### src/rtl/iob_iob2wishbone_pkg.sv
// Shared definitions for the IOb-to-Wishbone bridge: FSM encoding,
// error read fill value and default watchdog width.
package iob_iob2wishbone_pkg;

    typedef enum logic {
        ST_IDLE = 1'b0,
        ST_BUS  = 1'b1
    } state_t;

    localparam int   TIMEOUT_W_DEF = 8;

    // Every bit of the read data returned for an aborted read takes this value.
    localparam logic ERR_RDATA_BIT = 1'b1;

endpackage

### src/rtl/iob_iob2wishbone_wdog.sv
// Bus-cycle watchdog: down-counter loaded with all-ones on clear, terminal
// count flags the last BUS cycle allowed before the cycle is aborted.
module iob_iob2wishbone_wdog
    import iob_iob2wishbone_pkg::*;
#(
    parameter int TIMEOUT_W = TIMEOUT_W_DEF
) (
    input  logic clk_i,
    input  logic rst_n_i,
    input  logic clr_i,
    input  logic en_i,
    output logic tc_o
);

    logic [TIMEOUT_W-1:0] cnt;

    always_ff @(posedge clk_i) begin
        if (!rst_n_i) begin
            cnt <= '1;
        end else if (clr_i) begin
            cnt <= '1;
        end else if (en_i && (cnt != '0)) begin
            cnt <= cnt - 1'b1;
        end
    end

    // Count 1 means the edge ending this cycle is the (2^W-1)-th BUS edge.
    assign tc_o = (cnt == TIMEOUT_W'(1));

endmodule

### src/rtl/iob_iob2wishbone.sv
// IOb slave to Wishbone classic master bridge, one outstanding request,
// read data returned as a single-cycle rvalid pulse; errors on err_o.
//
// state   | meaning
// --------+--------------------------------------------------------------
// ST_IDLE | ready for a new IOb request, Wishbone cycle inactive
// ST_BUS  | Wishbone cycle in progress, waiting for ack, err or timeout
module iob_iob2wishbone
    import iob_iob2wishbone_pkg::*;
#(
    parameter int ADDR_W    = 32,
    parameter int DATA_W    = 32,
    parameter int TIMEOUT_W = TIMEOUT_W_DEF
) (
    input  logic                clk_i,
    input  logic                rst_n_i,
    input  logic                cke_i,
    input  logic                iob_avalid_i,
    input  logic [ADDR_W-1:0]   iob_addr_i,
    input  logic [DATA_W-1:0]   iob_wdata_i,
    input  logic [DATA_W/8-1:0] iob_wstrb_i,
    output logic                iob_ready_o,
    output logic                iob_rvalid_o,
    output logic [DATA_W-1:0]   iob_rdata_o,
    output logic [ADDR_W-1:0]   wb_adr_o,
    output logic [DATA_W-1:0]   wb_dat_o,
    output logic [DATA_W/8-1:0] wb_sel_o,
    output logic                wb_we_o,
    output logic                wb_cyc_o,
    output logic                wb_stb_o,
    input  logic [DATA_W-1:0]   wb_dat_i,
    input  logic                wb_ack_i,
    input  logic                wb_err_i,
    output logic                err_o
);

    localparam int STRB_W = DATA_W / 8;

    state_t state, state_nxt;
    logic   accept;
    logic   bus_end;
    logic   bus_fail;
    logic   wd_tc;

    always_ff @(posedge clk_i) begin
        if (!rst_n_i) begin
            state <= ST_IDLE;
        end else if (cke_i) begin
            state <= state_nxt;
        end
    end

    always_comb begin
        state_nxt   = state;
        iob_ready_o = 1'b0;
        accept      = 1'b0;
        bus_end     = 1'b0;
        bus_fail    = 1'b0;
        case (state)
            ST_IDLE: begin
                iob_ready_o = rst_n_i;
                accept      = iob_avalid_i & rst_n_i & cke_i;
                if (accept) begin
                    state_nxt = ST_BUS;
                end
            end
            ST_BUS: begin
                // err beats ack, ack beats a timeout in the same cycle
                bus_end  = wb_err_i | wb_ack_i | wd_tc;
                bus_fail = wb_err_i | (wd_tc & ~wb_ack_i);
                if (bus_end) begin
                    state_nxt = ST_IDLE;
                end
            end
            default: state_nxt = ST_IDLE;
        endcase
    end

    always_ff @(posedge clk_i) begin
        if (!rst_n_i) begin
            wb_adr_o     <= '0;
            wb_dat_o     <= '0;
            wb_sel_o     <= '0;
            wb_we_o      <= 1'b0;
            wb_cyc_o     <= 1'b0;
            wb_stb_o     <= 1'b0;
            iob_rvalid_o <= 1'b0;
            iob_rdata_o  <= '0;
            err_o        <= 1'b0;
        end else if (cke_i) begin
            iob_rvalid_o <= 1'b0;
            err_o        <= 1'b0;
            if (accept) begin
                wb_adr_o <= iob_addr_i;
                wb_dat_o <= iob_wdata_i;
                wb_we_o  <= |iob_wstrb_i;
                wb_sel_o <= (|iob_wstrb_i) ? iob_wstrb_i : {STRB_W{1'b1}};
                wb_cyc_o <= 1'b1;
                wb_stb_o <= 1'b1;
            end
            if (bus_end) begin
                wb_cyc_o <= 1'b0;
                wb_stb_o <= 1'b0;
                err_o    <= bus_fail;
                if (!wb_we_o) begin
                    iob_rvalid_o <= 1'b1;
                    iob_rdata_o  <= bus_fail ? {DATA_W{ERR_RDATA_BIT}} : wb_dat_i;
                end
            end
        end
    end

    iob_iob2wishbone_wdog #(
        .TIMEOUT_W (TIMEOUT_W)
    ) u_wdog (
        .clk_i   (clk_i),
        .rst_n_i (rst_n_i),
        .clr_i   (accept),
        .en_i    (cke_i & (state == ST_BUS)),
        .tc_o    (wd_tc)
    );

endmodule

### config.mk
export PLATFORM = sky130hd
export DESIGN_NAME = iob_iob2wishbone
export DESIGN_NICKNAME = d
export VERILOG_FILES = /design/src/rtl/iob_iob2wishbone_pkg.sv /design/src/rtl/iob_iob2wishbone_wdog.sv /design/src/rtl/iob_iob2wishbone.sv
export SDC_FILE = /design/constraint.sdc
export NUM_CORES = 1
export LEC_CHECK = 0
export CAP_MARGIN = 5
export CORE_ASPECT_RATIO = 2
export CORE_MARGIN = 1.5
export CORE_UTILIZATION = 39
export CTS_BUF_LIST = sky130_fd_sc_hd__clkbuf_8
export DETAILED_ROUTE_END_ITERATION = 10
export GPL_ROUTABILITY_DRIVEN = 0
export GPL_TIMING_DRIVEN = 1
export PLACE_DENSITY = 0.89
export SYNTH_ARGS = -nofsm -noshare
export SYNTH_HDL_FRONTEND = slang
export SYNTH_SLANG_ARGS = --single-unit
### constraint.sdc
create_clock -name clk_i -period 1.45 [get_ports clk_i]
set_clock_uncertainty 0.05 [all_clocks]
set_input_delay 0.3625 -clock clk_i [delete_from_list [all_inputs] [get_ports clk_i]]
set_output_delay 0.3625 -clock clk_i [all_outputs]
set_load 0.05 [all_outputs]
* Word-level counts from Yosys, hierarchy flattened
Cells that the tools add are included.
** Cells by class
- Reductions and logical operators :: 8
- Equal/unequal tests :: 1
- $add $sub $neg :: 1
- Bitwise gates (word level) :: 11
- Multiplexer cells :: 14
** Operators by type and width (number)
- $mux 32 :: 1
- $mux 1 :: 11
- $eq 8x1->1 const B :: 1
- $reduce_bool 8->1 :: 1
- $sub 8x1->8 const B :: 1
- $and 1x1->1 :: 4
- $mux 4 :: 1
- $not 1->1 :: 4
- $reduce_and 2->1 :: 2
- $reduce_or 4->1 :: 1
- $or 1x1->1 :: 3
- $reduce_and 3->1 :: 1
- $pmux 1 s2 :: 1
- $reduce_bool 2->1 :: 1
- $reduce_or 2->1 :: 1
- $logic_and 1x1->1 :: 1
** Word-level totals
- Register bits after elaboration :: 113
- Input port bits :: 106
- Logic and storage cells :: 45
- Output and inout port bits :: 106

* Depth between registers and ports, before layout
- Depth in word-level cells :: 5
- Mapped depth :: 7
- Gate-level depth less buffers :: 5

* Hierarchy
A second synthesis with hierarchy kept.
** Second synthesis, totals
- Cell total of the unflattened synthesis :: 446
- Area, all modules :: 4100.2 um^2
** By module, submodules not included
- iob_iob2wishbone :: area an instance 3609.7 um^2, instances 1, cells each 393, sequential area each 2102.0 um^2
- iob_iob2wishbone_wdog :: area an instance 490.5 um^2, instances 1, cells each 53, sequential area each 160.2 um^2

* Least setup slack after synthesis
No wires, ideal clock.
- Kind :: input to output
- From :: input rst_n_i
- To :: output iob_ready_o
- Arrival :: 1.324 ns
- Stages :: 2
- Path buffers :: 1
- Required time :: 1.038 ns
- Slack :: -0.287 ns
- Cell sequence :: clkbuf_1 > nor2b_1
** Between the ends
- Word-level cells in the longest chain between the ends :: 1
** Ends and longest elaborated chain
- from (decl) :: line iob_iob2wishbone.sv:16 : input logic rst_n_i,
- $mux 1 :: line iob_iob2wishbone.sv:59 : case (state)
- to (decl) :: line iob_iob2wishbone.sv:22 : output logic iob_ready_o,
Every way passes these cells.

* Worst setup path in the final report
- From :: register u_wdog.cnt[1]
- To :: register iob_rdata_o[6]
** Between the ends
- Word-level cells in the longest chain between the ends :: 5
- Elaborated cells on any way between the ends :: 8
- Classes of those cells :: eq/ne (1); mux (3); bitwise (3); reduce/logical (1)
** Ends and longest elaborated chain
- from (decl) :: line iob_iob2wishbone_wdog.sv:15 : logic [TIMEOUT_W-1:0] cnt;
- from (signal assigned) :: line iob_iob2wishbone_wdog.sv:23 : cnt <= cnt - 1'b1;
- $eq 8x1->1 * :: line iob_iob2wishbone_wdog.sv:28 : assign tc_o = (cnt == TIMEOUT_W'(1));
- $and 1x1->1 :: line iob_iob2wishbone.sv:70 : bus_fail = wb_err_i | (wd_tc & ~wb_ack_i);
- $or 1x1->1 :: line iob_iob2wishbone.sv:70
- $mux 1 :: line iob_iob2wishbone.sv:59
- $mux 32 :: line iob_iob2wishbone.sv:107 : iob_rdata_o <= bus_fail ? {DATA_W{ERR_RDATA_BIT}} : wb_dat_i;
- to (signal assigned) :: line iob_iob2wishbone.sv:107
- to (decl) :: line iob_iob2wishbone.sv:24 : output logic [DATA_W-1:0] iob_rdata_o,
Every way passes the cells marked *; elsewhere a longest branch is shown, timed or not.
A chain may end at the register's enable or synchronous reset.

==> metrics.txt <==
# TYPE chip_impl_metric gauge
chip_impl_info{name="reg2reg_to",value="iob_rdata_o[6]$_SDFFE_PN0P_"} 1
chip_impl_metric{name="synth_top_area_frac",unit=""} 0.469
chip_impl_metric{name="num_vias",unit=""} 5022
chip_impl_metric{name="period_minus_slack",unit="ns"} 1.57
chip_impl_metric{name="placeable_core_region",unit="sq mm"} 0.0121
chip_impl_metric{name="io_buffers",unit=""} 211
chip_impl_metric{name="std_cell_rows",unit=""} 57
chip_impl_info{name="status",value="finished with violations"} 1
chip_impl_metric{name="power_density",unit="mW/mm^2"} 865
chip_impl_metric{name="cell_total_after_placement",unit=""} 912
chip_impl_metric{name="dp.final_hpwl",unit="um"} 11600
chip_impl_info{name="worst_r2r_startpoint",value="u_wdog.cnt[1]$_SDFFE_PP1P_"} 1
chip_impl_metric{name="finalPower",unit="W"} 0.00802
chip_impl_info{name="yosys.area.top_type",value="dfxtp_1"} 1
chip_impl_metric{name="cts_buffer_depth",unit=""} 2
chip_impl_metric{name="final_hold_vios",unit=""} 0
chip_impl_metric{name="worst_ep_arrival",unit="ns"} 1.86
chip_impl_metric{name="number_of_maximum_capacitance_violations",unit=""} 0
chip_impl_metric{name="final_area",unit="sq mm"} 0.00927
chip_impl_metric{name="synth_nets",unit=""} 665
chip_impl_metric{name="avgSynthCellArea",unit="sq um"} 8.68
chip_impl_metric{name="maxSlewViolCount",unit=""} 0
chip_impl_metric{name="ant_nets",unit=""} 0
chip_impl_metric{name="tritoncts.num_buffers",unit=""} 17
chip_impl_metric{name="grt_start_max_net_pins",unit=""} 39
chip_impl_metric{name="min_delay_path_depth",unit=""} 3
chip_impl_metric{name="gr-usage-all-layers",unit=""} 0.253
chip_impl_metric{name="worst_r2r_path_depth",unit=""} 7
chip_impl_info{name="worstSetupPathType",value="reg2reg"} 1
chip_impl_info{name="cts-root-buf",value="clkbuf_8"} 1
chip_impl_metric{name="detailedPlace.worstSlack",unit="ns"} -0.559
chip_impl_metric{name="cts_hold_repair.buffers",unit=""} 0
chip_impl_metric{name="postRouteWirelength",unit="um"} 16900
chip_impl_metric{name="timing.slew.headroom",unit=""} 0.748
chip_impl_metric{name="routedWlPerCell",unit="um"} 17.6
chip_impl_metric{name="avgViaCountPerCell",unit=""} 5.23
chip_impl_metric{name="finish.cell_count_without_fillers",unit=""} 961
chip_impl_metric{name="clock_transition_at_the_register_clock_pins_on_the_worst_setup_and_hold_paths_after_cts",unit="ns"} 0.07
chip_impl_info{name="hp-start",value="rst_n_i"} 1
chip_impl_info{name="cts_tree",value="yes"} 1
chip_impl_metric{name="fin_nets",unit=""} 910
chip_impl_info{name="setup.worst_path.start_class",value="flip-flop"} 1
chip_impl_metric{name="power.static_leakage",unit="nW"} 3.43
chip_impl_metric{name="die_area",unit="sq mm"} 0.0131
chip_impl_info{name="whs_endpoint",value="state$_SDFFE_PN0P_"} 1
chip_impl_metric{name="worst-path-max-fanout",unit=""} 5
chip_impl_metric{name="synthesis_warnings",unit=""} 0
chip_impl_metric{name="post_synth_inst_count",unit=""} 556
chip_impl_metric{name="dieHeight",unit="um"} 160
chip_impl_metric{name="antenna_found_initial",unit=""} 0
chip_impl_info{name="setup_repair_after_global_routing_missed_its_margin",value="yes"} 1
chip_impl_metric{name="dr.first_iter.drc_count",unit=""} 199
chip_impl_metric{name="worst_pin_slew",unit="ns"} 0.379
chip_impl_metric{name="synth-seq-cells",unit=""} 113
chip_impl_info{name="timing.hold.worst.class",value="in2reg"} 1
chip_impl_info{name="violated_checks",value="setup timing"} 1
chip_impl_metric{name="postPlaceCellArea",unit="sq mm"} 0.00845
chip_impl_metric{name="htree_levels",unit=""} 4
chip_impl_info{name="most-common-layout-cells",value="132 x nand2_1, 118 x buf_12, 103 x clkdlybuf4s50_1, 92 x dfxtp_1, 55 x a21boi_1"} 1
chip_impl_metric{name="drt_drc_violations_left",unit=""} 0
chip_impl_metric{name="synth.yosys.seq_area_share",unit=""} 0.469
chip_impl_metric{name="antennaDiodeCount",unit=""} 0
chip_impl_info{name="end_kind",value="flip-flop"} 1
chip_impl_metric{name="global_route_wire_length_before_repair",unit="um"} 25000
chip_impl_metric{name="required_time_at_the_worst_slack_endpoint",unit="ns"} 1.74
chip_impl_metric{name="ratio_of_cells_with_drive_above_1_in_the_final_layout",unit=""} 0.343
chip_impl_metric{name="worstSkewPairLatency",unit="ns"} 0.42
chip_impl_metric{name="first_global_vias",unit=""} 4990
chip_impl_metric{name="rrSetupSlack",unit="ns"} -0.12
chip_impl_metric{name="synthesis.area",unit="sq mm"} 0.00483
chip_impl_metric{name="synthDistinctLibCells",unit=""} 41
chip_impl_info{name="layout.cells.most_common",value="nand2_1"} 1
chip_impl_metric{name="finalCoreUtilization",unit=""} 0.764
chip_impl_metric{name="drt_pre_antenna_iters",unit=""} 5
chip_impl_metric{name="number_of_clock_sinks_seen_by_cts",unit=""} 113
chip_impl_metric{name="initial_standard_cell_utilization_of_the_core",unit=""} 0.398
chip_impl_metric{name="num_io_pins",unit=""} 212
chip_impl_metric{name="final.setup.worst_slack",unit="ns"} -0.122
chip_impl_metric{name="chipWidth",unit="um"} 81.7
chip_impl_info{name="cell_types_with_the_largest_area_share_after_synthesis",value="dfxtp_1 47%, nand2_1 10%, a21boi_1 10%, a211oi_2 7.5%, o21ai_0 3.9%"} 1
chip_impl_metric{name="vdd_ir_drop_max",unit="uV"} 641
chip_impl_metric{name="gr-total-overflow",unit=""} 0
chip_impl_metric{name="finalCritPeriodShare",unit=""} 1.08
chip_impl_metric{name="fmax",unit="MHz"} 636
chip_impl_metric{name="report.final.setup_viol",unit=""} 37
chip_impl_metric{name="syn_to_final_growth",unit="%"} 91.9
## cells by family after synthesis
logic type               after synthesis  share of synthesized area
adder cells (fa/ha/maj)                3                    0.00777
AO/OA/AOI/OAI                        146                      0.238
multiplexers                           2                    0.00415
buffers and inverters                 80                     0.0720
flip-flops                           113                      0.469
AND/OR/NAND/NOR                      212                      0.209
## synthesized netlist by cell type
library cell  number
a2111o_1           1
a211o_2            1
a211oi_1           3
a211oi_2          29
a21boi_1          65
a21o_1             2
a21oi_1            2
a21oi_2            1
a311oi_1           1
and2_1             1
and3b_1            3
and4b_1            1
buf_2              8
buf_4              4
buf_6              3
clkbuf_1          29
dfxtp_1          113
ha_1               3
inv_1             36
mux2i_1            2
nand2_1          132
nand3_1            7
nand3b_1           1
nand4b_1           3
nand4bb_1          1
nor2_1             5
nor2b_1            3
nor3_1            36
nor3_2             1
nor3b_1            7
nor4_1             2
nor4b_4            2
o21ai_0           38
o22ai_1            1
o31ai_1            1
o41ai_1            1
or2_0              1
or2_1              1
or3_1              1
or3_4              1
or4_1              3
## final cells by class
class / count / area, sq um
Timing Repair Buffer: 270 / 3870
Fill cell: 731 / 2860
Multi-Input combinational cell: 363 / 2370
Sequential cell: 113 / 2290
Clock buffer: 18 / 248
Tap cell: 147 / 184
Clock inverter: 14 / 154
Inverter: 36 / 140
## metrics by stage
stage          hold slack [ns]  setup TNS (ns)
3_3_place_gp             0.427          -42.53
4_1_cts                  0.168           -1.85
3_5_place_dp             0.433          -49.29
6_report                 0.204           -2.13
5_1_grt                  0.185           -5.47
2_1_floorplan            0.447         -0.0456
## registers in the layout, indices dropped and copies added, names as in the netlist
register,cells
wb_sel_o,4
iob_rvalid_o,1
iob_rdata_o,32
state,1
u_wdog.cnt,8
wb_we_o,1
wb_adr_o,32
err_o,1
wb_stb_o,1
wb_dat_o,32
## report_power, final
| group | internal, W | switching [W] | leakage [nW] |
|---|---|---|---|
| Clock | 0.00159 | 0.00141 | 0.196 |
| Combinational | 0.000896 | 0.000783 | 2.31 |
| Sequential | 0.00321 | 0.000124 | 0.924 |
| Total | 0.00570 | 0.00232 | 3.43 |
## how the worst max path moves through the flow
stage / startpoint / endpoint / slack (ns) / cells after the start
2_1_floorplan: rst_n_i / iob_ready_o / -0.05 / 2
3_3_place_gp: cke_i / u_wdog.cnt[5]$_SDFFE_PP1P_ / -0.52 / 4
3_5_place_dp: cke_i / u_wdog.cnt[5]$_SDFFE_PP1P_ / -0.56 / 4
4_1_cts: state$_SDFFE_PN0P_ / iob_ready_o / -0.13 / 3
5_1_grt: u_wdog.cnt[1]$_SDFFE_PP1P_ / iob_rdata_o[3]$_SDFFE_PN0P_ / -0.19 / 7
6_report: u_wdog.cnt[1]$_SDFFE_PP1P_ / iob_rdata_o[6]$_SDFFE_PN0P_ / -0.12 / 7
## worst max-delay path, cell delays in order (launching register included)
cell and delay (ns):
dfxtp_2 0.34, inv_4 0.07, ha_4 0.13, nor4b_4 0.28
a21oi_4 0.13, buf_6 0.16, buf_8 0.13, a211oi_2 0.19
## what timing repair did
| action | in CTS | in global routing |
|---|---|---|
| pin swaps | 34 | 9 |
| endpoints found under the setup margin | 65 | 77 |
| gates cloned | 3 | 1 |
| setup buffers | 8 | 6 |
| resized for setup | 27 | 40 |
## layer usage
| layer | part of all wire | up-vias | track usage | wire (um) |
|---|---|---|---|---|
| li1 | - | 2375 | - | - |
| met1 | 0.34 | 2424 | 0.236 | 5720 |
| met4 | 0.023 | 0 | 0.101 | 396 |
| met2 | 0.58 | 193 | 0.492 | 9750 |
| met3 | 0.059 | 30 | 0.0665 | 995 |
| met5 | 0 | - | 0 | 0 |
Power figures use the tool's default switching activity.
